**src/rtl/mem_port_arbiter_if.sv**
```systemverilog
`default_nettype none
// ============================================================================
// mem_port_arbiter_if : fetch, load/store and memory-side bundle of the arbiter
// Rev 1.0
// ============================================================================
interface mem_port_arbiter_if #(
  parameter int ADDR_W = 32,
  parameter int DATA_W = 32
);
  logic                  if_req;
  logic [ADDR_W-1:0]     if_addr;
  logic                  if_gnt;
  logic                  if_rvalid;
  logic [DATA_W-1:0]     if_rdata;

  logic                  dm_req;
  logic                  dm_we;
  logic [DATA_W/8-1:0]   dm_be;
  logic [ADDR_W-1:0]     dm_addr;
  logic [DATA_W-1:0]     dm_wdata;
  logic                  dm_gnt;
  logic                  dm_rvalid;
  logic [DATA_W-1:0]     dm_rdata;

  logic                  mem_en;
  logic                  mem_we;
  logic [DATA_W/8-1:0]   mem_be;
  logic [ADDR_W-1:0]     mem_addr;
  logic [DATA_W-1:0]     mem_wdata;
  logic [DATA_W-1:0]     mem_rdata;

  logic                  busy;

  // Arbiter side
  modport slave (
    input  if_req, if_addr,
    input  dm_req, dm_we, dm_be, dm_addr, dm_wdata,
    input  mem_rdata,
    output if_gnt, if_rvalid, if_rdata,
    output dm_gnt, dm_rvalid, dm_rdata,
    output mem_en, mem_we, mem_be, mem_addr, mem_wdata,
    output busy
  );

  // Requesters plus memory side
  modport master (
    output if_req, if_addr,
    output dm_req, dm_we, dm_be, dm_addr, dm_wdata,
    output mem_rdata,
    input  if_gnt, if_rvalid, if_rdata,
    input  dm_gnt, dm_rvalid, dm_rdata,
    input  mem_en, mem_we, mem_be, mem_addr, mem_wdata,
    input  busy
  );
endinterface
`default_nettype wire

```
**src/rtl/mem_port_arbiter.sv**
```systemverilog
`default_nettype none
// ============================================================================
// mem_port_arbiter : shares one fixed-latency memory between fetch and load/store
// Rev 1.0
// ============================================================================
module mem_port_arbiter #(
  parameter int ADDR_W     = 32,
  parameter int DATA_W     = 32,
  parameter int MEM_LAT    = 1,
  parameter int STARVE_MAX = 4
) (
  input  wire logic         clk,
  input  wire logic         rst,
  mem_port_arbiter_if.slave bus
);
  localparam int c_cnt_w = (MEM_LAT < 1) ? 1 : $clog2(MEM_LAT + 1);
  localparam int c_stv_w = (STARVE_MAX < 1) ? 1 : $clog2(STARVE_MAX + 1);
  localparam logic [c_cnt_w-1:0] c_cnt_one  = c_cnt_w'(1);
  localparam logic [c_cnt_w-1:0] c_lat      = c_cnt_w'(MEM_LAT);
  localparam logic [c_stv_w-1:0] c_stv_max  = c_stv_w'(STARVE_MAX);

  typedef enum logic [0:0] {
    S_IDLE = 1'b0,
    S_WAIT = 1'b1
  } state_t;

  state_t               r_state,    w_state_nxt;
  logic [c_cnt_w-1:0]   r_cnt,      w_cnt_nxt;
  logic [c_stv_w-1:0]   r_starve,   w_starve_nxt;
  logic                 r_owner_dm, w_owner_dm_nxt;
  logic                 r_store,    w_store_nxt;

  logic                 w_last;
  logic                 w_opp;
  logic                 w_gnt_if;
  logic                 w_gnt_dm;
  logic                 w_if_rvalid;
  logic                 w_dm_rvalid;
  logic [DATA_W-1:0]    w_if_rdata;
  logic [DATA_W-1:0]    w_dm_rdata;
  logic                 w_mem_we;
  logic [DATA_W/8-1:0]  w_mem_be;
  logic [ADDR_W-1:0]    w_mem_addr;
  logic [DATA_W-1:0]    w_mem_wdata;

  always_ff @(posedge clk or posedge rst) begin
    if (rst) begin
      r_state    <= S_IDLE;
      r_cnt      <= '0;
      r_starve   <= '0;
      r_owner_dm <= 1'b0;
      r_store    <= 1'b0;
    end else begin
      r_state    <= w_state_nxt;
      r_cnt      <= w_cnt_nxt;
      r_starve   <= w_starve_nxt;
      r_owner_dm <= w_owner_dm_nxt;
      r_store    <= w_store_nxt;
    end
  end

  always_comb begin
    // The response cycle doubles as the next grant opportunity.
    w_last   = (r_state == S_WAIT) && (r_cnt == c_cnt_one);
    w_opp    = !rst && ((r_state == S_IDLE) || w_last);
    w_gnt_if = w_opp && bus.if_req && (!bus.dm_req || (r_starve == c_stv_max));
    w_gnt_dm = w_opp && bus.dm_req && !w_gnt_if;

    w_state_nxt    = r_state;
    w_cnt_nxt      = r_cnt;
    w_owner_dm_nxt = r_owner_dm;
    w_store_nxt    = r_store;
    w_starve_nxt   = r_starve;

    if (r_state == S_WAIT) begin
      w_cnt_nxt = r_cnt - c_cnt_one;
    end
    if (w_last) begin
      w_state_nxt = S_IDLE;
    end
    if (w_gnt_if || w_gnt_dm) begin
      w_state_nxt    = S_WAIT;
      w_cnt_nxt      = c_lat;
      w_owner_dm_nxt = w_gnt_dm;
      w_store_nxt    = w_gnt_dm && bus.dm_we;
    end

    if (!bus.if_req || w_gnt_if) begin
      w_starve_nxt = '0;
    end else if (w_opp && bus.dm_req && (r_starve != c_stv_max)) begin
      w_starve_nxt = r_starve + c_stv_w'(1);
    end

    w_mem_we    = 1'b0;
    w_mem_be    = '0;
    w_mem_addr  = '0;
    w_mem_wdata = '0;
    if (w_gnt_if) begin
      w_mem_addr = bus.if_addr;
    end else if (w_gnt_dm) begin
      w_mem_we    = bus.dm_we;
      w_mem_be    = bus.dm_be;
      w_mem_addr  = bus.dm_addr;
      w_mem_wdata = bus.dm_wdata;
    end

    w_if_rvalid = w_last && !r_owner_dm;
    w_dm_rvalid = w_last && r_owner_dm;
    w_if_rdata  = w_if_rvalid ? bus.mem_rdata : '0;
    w_dm_rdata  = (w_dm_rvalid && !r_store) ? bus.mem_rdata : '0;
  end

  assign bus.if_gnt    = w_gnt_if;
  assign bus.dm_gnt    = w_gnt_dm;
  assign bus.if_rvalid = w_if_rvalid;
  assign bus.dm_rvalid = w_dm_rvalid;
  assign bus.if_rdata  = w_if_rdata;
  assign bus.dm_rdata  = w_dm_rdata;
  assign bus.mem_en    = w_gnt_if || w_gnt_dm;
  assign bus.mem_we    = w_mem_we;
  assign bus.mem_be    = w_mem_be;
  assign bus.mem_addr  = w_mem_addr;
  assign bus.mem_wdata = w_mem_wdata;
  assign bus.busy      = (r_state == S_WAIT);

endmodule
`default_nettype wire

```
**src/flat_wrapper.sv**
```systemverilog
// flat-port wrapper written by rule: the top's interface ports become plain ports
module mem_port_arbiter_flat 
#(
  parameter int ADDR_W     = 32,
  parameter int DATA_W     = 32,
  parameter int MEM_LAT    = 1,
  parameter int STARVE_MAX = 4
)
  (clk, rst, bus_if_req, bus_if_addr, bus_dm_req, bus_dm_we, bus_dm_be, bus_dm_addr, bus_dm_wdata, bus_mem_rdata, bus_if_gnt, bus_if_rvalid, bus_if_rdata, bus_dm_gnt, bus_dm_rvalid, bus_dm_rdata, bus_mem_en, bus_mem_we, bus_mem_be, bus_mem_addr, bus_mem_wdata, bus_busy);
  mem_port_arbiter_if #(.ADDR_W(ADDR_W), .DATA_W(DATA_W)) bus_i ();
  input  wire logic clk;
  input  wire logic rst;
  input wire logic [$bits(bus_i.if_req)-1:0] bus_if_req;
  input wire logic [$bits(bus_i.if_addr)-1:0] bus_if_addr;
  input wire logic [$bits(bus_i.dm_req)-1:0] bus_dm_req;
  input wire logic [$bits(bus_i.dm_we)-1:0] bus_dm_we;
  input wire logic [$bits(bus_i.dm_be)-1:0] bus_dm_be;
  input wire logic [$bits(bus_i.dm_addr)-1:0] bus_dm_addr;
  input wire logic [$bits(bus_i.dm_wdata)-1:0] bus_dm_wdata;
  input wire logic [$bits(bus_i.mem_rdata)-1:0] bus_mem_rdata;
  output wire logic [$bits(bus_i.if_gnt)-1:0] bus_if_gnt;
  output wire logic [$bits(bus_i.if_rvalid)-1:0] bus_if_rvalid;
  output wire logic [$bits(bus_i.if_rdata)-1:0] bus_if_rdata;
  output wire logic [$bits(bus_i.dm_gnt)-1:0] bus_dm_gnt;
  output wire logic [$bits(bus_i.dm_rvalid)-1:0] bus_dm_rvalid;
  output wire logic [$bits(bus_i.dm_rdata)-1:0] bus_dm_rdata;
  output wire logic [$bits(bus_i.mem_en)-1:0] bus_mem_en;
  output wire logic [$bits(bus_i.mem_we)-1:0] bus_mem_we;
  output wire logic [$bits(bus_i.mem_be)-1:0] bus_mem_be;
  output wire logic [$bits(bus_i.mem_addr)-1:0] bus_mem_addr;
  output wire logic [$bits(bus_i.mem_wdata)-1:0] bus_mem_wdata;
  output wire logic [$bits(bus_i.busy)-1:0] bus_busy;
  assign bus_i.if_req = bus_if_req;
  assign bus_i.if_addr = bus_if_addr;
  assign bus_i.dm_req = bus_dm_req;
  assign bus_i.dm_we = bus_dm_we;
  assign bus_i.dm_be = bus_dm_be;
  assign bus_i.dm_addr = bus_dm_addr;
  assign bus_i.dm_wdata = bus_dm_wdata;
  assign bus_i.mem_rdata = bus_mem_rdata;
  assign bus_if_gnt = bus_i.if_gnt;
  assign bus_if_rvalid = bus_i.if_rvalid;
  assign bus_if_rdata = bus_i.if_rdata;
  assign bus_dm_gnt = bus_i.dm_gnt;
  assign bus_dm_rvalid = bus_i.dm_rvalid;
  assign bus_dm_rdata = bus_i.dm_rdata;
  assign bus_mem_en = bus_i.mem_en;
  assign bus_mem_we = bus_i.mem_we;
  assign bus_mem_be = bus_i.mem_be;
  assign bus_mem_addr = bus_i.mem_addr;
  assign bus_mem_wdata = bus_i.mem_wdata;
  assign bus_busy = bus_i.busy;
  mem_port_arbiter #(.ADDR_W(ADDR_W), .DATA_W(DATA_W), .MEM_LAT(MEM_LAT), .STARVE_MAX(STARVE_MAX)) u_core (.clk(clk), .rst(rst), .bus(bus_i));
endmodule
```
**config.mk**
```make
export PLATFORM = sky130hd
export DESIGN_NAME = mem_port_arbiter_flat
export DESIGN_NICKNAME = d
export VERILOG_FILES = /design/src/rtl/mem_port_arbiter_if.sv /design/src/rtl/mem_port_arbiter.sv /design/src/flat_wrapper.sv
export SDC_FILE = /design/constraint.sdc
export NUM_CORES = 1
export LEC_CHECK = 0
export ABC_AREA = 0
export CORE_AREA = 2 2 106 108
export CTS_CLUSTER_DIAMETER = 30
export DETAILED_ROUTE_END_ITERATION = 16
export DIE_AREA = 0 0 108 110
export DONT_BUFFER_PORTS = 1
export PLACE_DENSITY = 0.3
export SLEW_MARGIN = 20
export SYNTH_ARGS = -nofsm -noshare
export SYNTH_HDL_FRONTEND = slang
export SYNTH_SLANG_ARGS = --single-unit
export TNS_END_PERCENT = 10
```
**constraint.sdc**
```tcl
create_clock -name clk -period 5.2 [get_ports clk]
set_input_delay 1.04 -clock clk [delete_from_list [all_inputs] [get_ports clk]]
set_output_delay 1.04 -clock clk [all_outputs]
set_load 0.05 [all_outputs]
```
==> flow_metrics.py <==
metrics = {
    "clocking": {
        "cts_tree": "done",
        "cts_max_path_buffers": 2,
        "path_clk_slew_ns": 0.04,
        "cts_buffers": 3,
        "post-cts-setup-buffers": 0,
        "clk_latency_ns": 0.23,
        "ctsResizeCount": 0,
        "htree_levels": 1,
        "clkSinkCount": 7,
        "ctsHoldBuffers": 0,
        "cts_root_buf": "clkbuf_8",
    },
    "floorplan": {
        "io_pins": 276,
        "start_util_pct": 17.77,
        "core-area_um2": 10700,
        "die_area_um2": 11880,
        "rows": 38,
        "dieHeight_um": 110,
        "die_width_um": 108,
    },
    "critical_path": {
        "worstRegToRegCells": 3,
        "crit_fanout": 39,
        "cp.required_ns": 4.16,
        "r2r-end": "u_core.r_store",
        "ff2ff_setup_slack_ns": 3.15,
        "path_class": "in -> out",
        "end_kind": "output pin",
        "worst_setup_path_start_kind": "input port",
        "cp.arrival_ns": 2.59,
        "timing.rr.start": "u_core.bus.busy",
    },
    "synthesis": {
        "postSynthCellCount": 276,
        "synth_edf_count": 0,
        "ys_async_sr_fraction_pct": 100.0,
        "synth.area.top_cells": "and2_1 (23%), mux2i_1 (17%), nand4_1 (11%), and3_1 (11%), dfrtp_1 (9.2%)",
        "ys_top_cells_by_count": "and2_1 (70), nand4_1 (34), and3_1 (33), nand3_1 (33), mux2i_1 (32)",
        "postSynthAreaPerCell_um2": 6.886,
        "ys.flop_type": "dfrtp_1",
        "yosysSeqAreaShare_pct": 9.217,
        "synth_cell_types": 31,
        "synth_fp_nets": 415,
        "synth_top_area_share_pct": 23.04,
        "synth-seq-cells": 7,
        "yosysMostFrequentCell": "and2_1",
        "synth_warnings": 0,
        "yosys.area.top_type": "and2_1",
        "netlist_area_um2": 1901,
    },
    "hold_path": {
        "min_path_cells": 2,
        "min_to": "u_core.r_starve[0]",
        "hp-class": "reg -> reg",
        "hp-start": "u_core.r_starve[0]",
    },
    "finish": {
        "nFillCells": 1227,
        "design_area_um2": 2225,
        "area_delta_synth_final_pct": 17.05,
        "antennaDiodeCount": 0,
        "ff_latch_area_um2": 175.2,
        "fin_nets": 420,
        "drive_gt1_share_pct": 16.43,
        "multiInputGateArea_um2": 1536,
    },
    "timing": {
        "min_period_over_period_pct": 69.77,
        "fmax_ghz": 0.2756,
        "hold_viol": 0,
        "period_needed_ns": 3.628,
        "fin_tns_setup_ns": 0,
        "tightestPinTransition_ns": 1.005,
        "setup_viol_count_final": 0,
        "slew_violations": 0,
        "rsz0062_at_grt": "no",
        "slew_headroom_pct": 32.61,
        "skew_ns": 0.004622,
    },
    "placed_design": {
        "io_buffers": 0,
        "place_congestion": 0.6729,
        "place_hpwl_um": 5897,
        "dpl-instance-area_um2": 2180,
    },
    "grt": {
        "antenna_found_initial": 0,
        "grt_pass1_vias": 1820,
        "grt_usage_pct": 10.65,
        "grt_first_pass_wirelength_um": 9756,
        "overflow": 0,
        "grt_max_degree": 69,
    },
    "routing": {
        "drt-initial-drc-count": 91,
        "wirelength_um": 7543,
        "routed_via_density": 4.974,
        "post_drt_wl_per_cell_um": 17.96,
        "dr_total_vias": 2089,
        "drc": 0,
        "drt_first_pass_iters": 4,
        "antenna_left": 0,
    },
    "power": {
        "power.density_nw_per_um2": 392.0,
        "p_leak_nw": 1.008,
        "irDropWorstVdd_mv": 0.1272,
    },
    "run": {
        "cap_violations": 0,
    },
    "status": {
        "status": "complete, no violations",
    },
}
==> where the power goes <==
group / total [mW] / leakage, nW / internal [mW] / switching (mW)
combinational: 0.709 / 0.898 / 0.126 / 0.583
sequential: 0.0848 / 0.0871 / 0.0654 / 0.0194
clock: 0.0781 / 0.0228 / 0.0532 / 0.0249
total: 0.872 / 1.01 / 0.245 / 0.627
==> final cells by class <==
| type | count | area share, % |
|---|---|---|
| Clock buffer | 4 | 2.025 |
| Multi-Input combinational cell | 228 | 69.07 |
| Tap cell | 140 | 7.874 |
| Inverter | 4 | 0.6749 |
| Timing Repair Buffer | 37 | 12.49 |
| Sequential cell | 7 | 7.874 |
==> cells by family (layout without fill, tap and decap cells) <==
kind of cell | Yosys count | after routing | share of synthesized area, %
mux | 32 | 32 | 16.85
fa+ha+maj | 2 | 2 | 1.316
buf+inv | 41 | 45 | 11.06
flops | 7 | 7 | 9.217
xor+xnor | 1 | 1 | 0.4609
simple gates | 183 | 183 | 57.41
compound gates | 10 | 10 | 3.687
==> placed cells by master (no fill, tap or decap), drive strengths merged <==
cell type	synthesis	final
a21boi	1	1
nand2b	1	1
nor2b	2	2
xnor2	1	1
a41o	1	1
mux2i	32	32
buf	18	37
nand2	4	4
nor3b	1	1
clkbuf	19	4
and4	1	1
o21ai	2	2
nand4	34	34
nor3	1	1
and2	70	70
o2bb2ai	1	1
inv	3	4
nand3	33	33
nor2	3	3
ha	2	2
and3	33	33
dfrtp	7	7
o22ai	2	2
a31oi	1	1
o311a	1	1
a21oi	1	1
==> per-layer routing <==
| metal | share of wire, % | vias to the layer above | track usage [%] | routed length, um |
|---|---|---|---|---|
| li1 | - | 985 | - | - |
| met1 | 34 | 946 | 10.58 | 2575 |
| met2 | 54 | 153 | 21.88 | 4089 |
| met3 | 11 | 5 | 2.528 | 811 |
| met4 | 0.87 | 0 | 2.747 | 66 |
| met5 | 0 | - | 0 | 0 |
==> sequential cells by signal, summed over array words and instances (netlist names) <==
register / cells
u_core.r_owner_dm: 1
u_core.bus.busy: 1
u_core.r_cnt: 1
u_core.r_store: 1
u_core.r_starve: 3
==> worst max-delay path, stage by stage <==
cell and delay [ns]:
inv_2 0.39, and4_4 0.61, and2_1 0.53
==> how the worst max path moves through the flow <==
stage	start	to	slack, ns	cells after the start
global route	rst	bus_mem_wdata[2]	1.44	3
finish	rst	bus_mem_wdata[7]	1.57	3
CTS	rst	bus_mem_wdata[27]	1.55	3
floorplan	bus_if_req	bus_mem_addr[10]	1.52	5
global placement	rst	bus_mem_wdata[1]	1.58	3
detailed placement	rst	bus_mem_wdata[27]	1.55	3
==> metrics by stage <==
stage                     cells  setup slack, ns  hold slack, ns  util, %  power (mW)
final                       420            1.572          0.5651    20.80      0.8722
after global routing        420            1.435          0.5832    20.80      0.9225
after CTS                   420            1.547          0.5655    20.80      0.8806
after detailed placement    416            1.550          0.5562    20.37      0.8004
after floorplan             276            1.520          0.5063        -      0.7357
after global placement      416            1.580          0.5509    20.37      0.8008
Note: power is estimated with default switching activity, not from simulation.
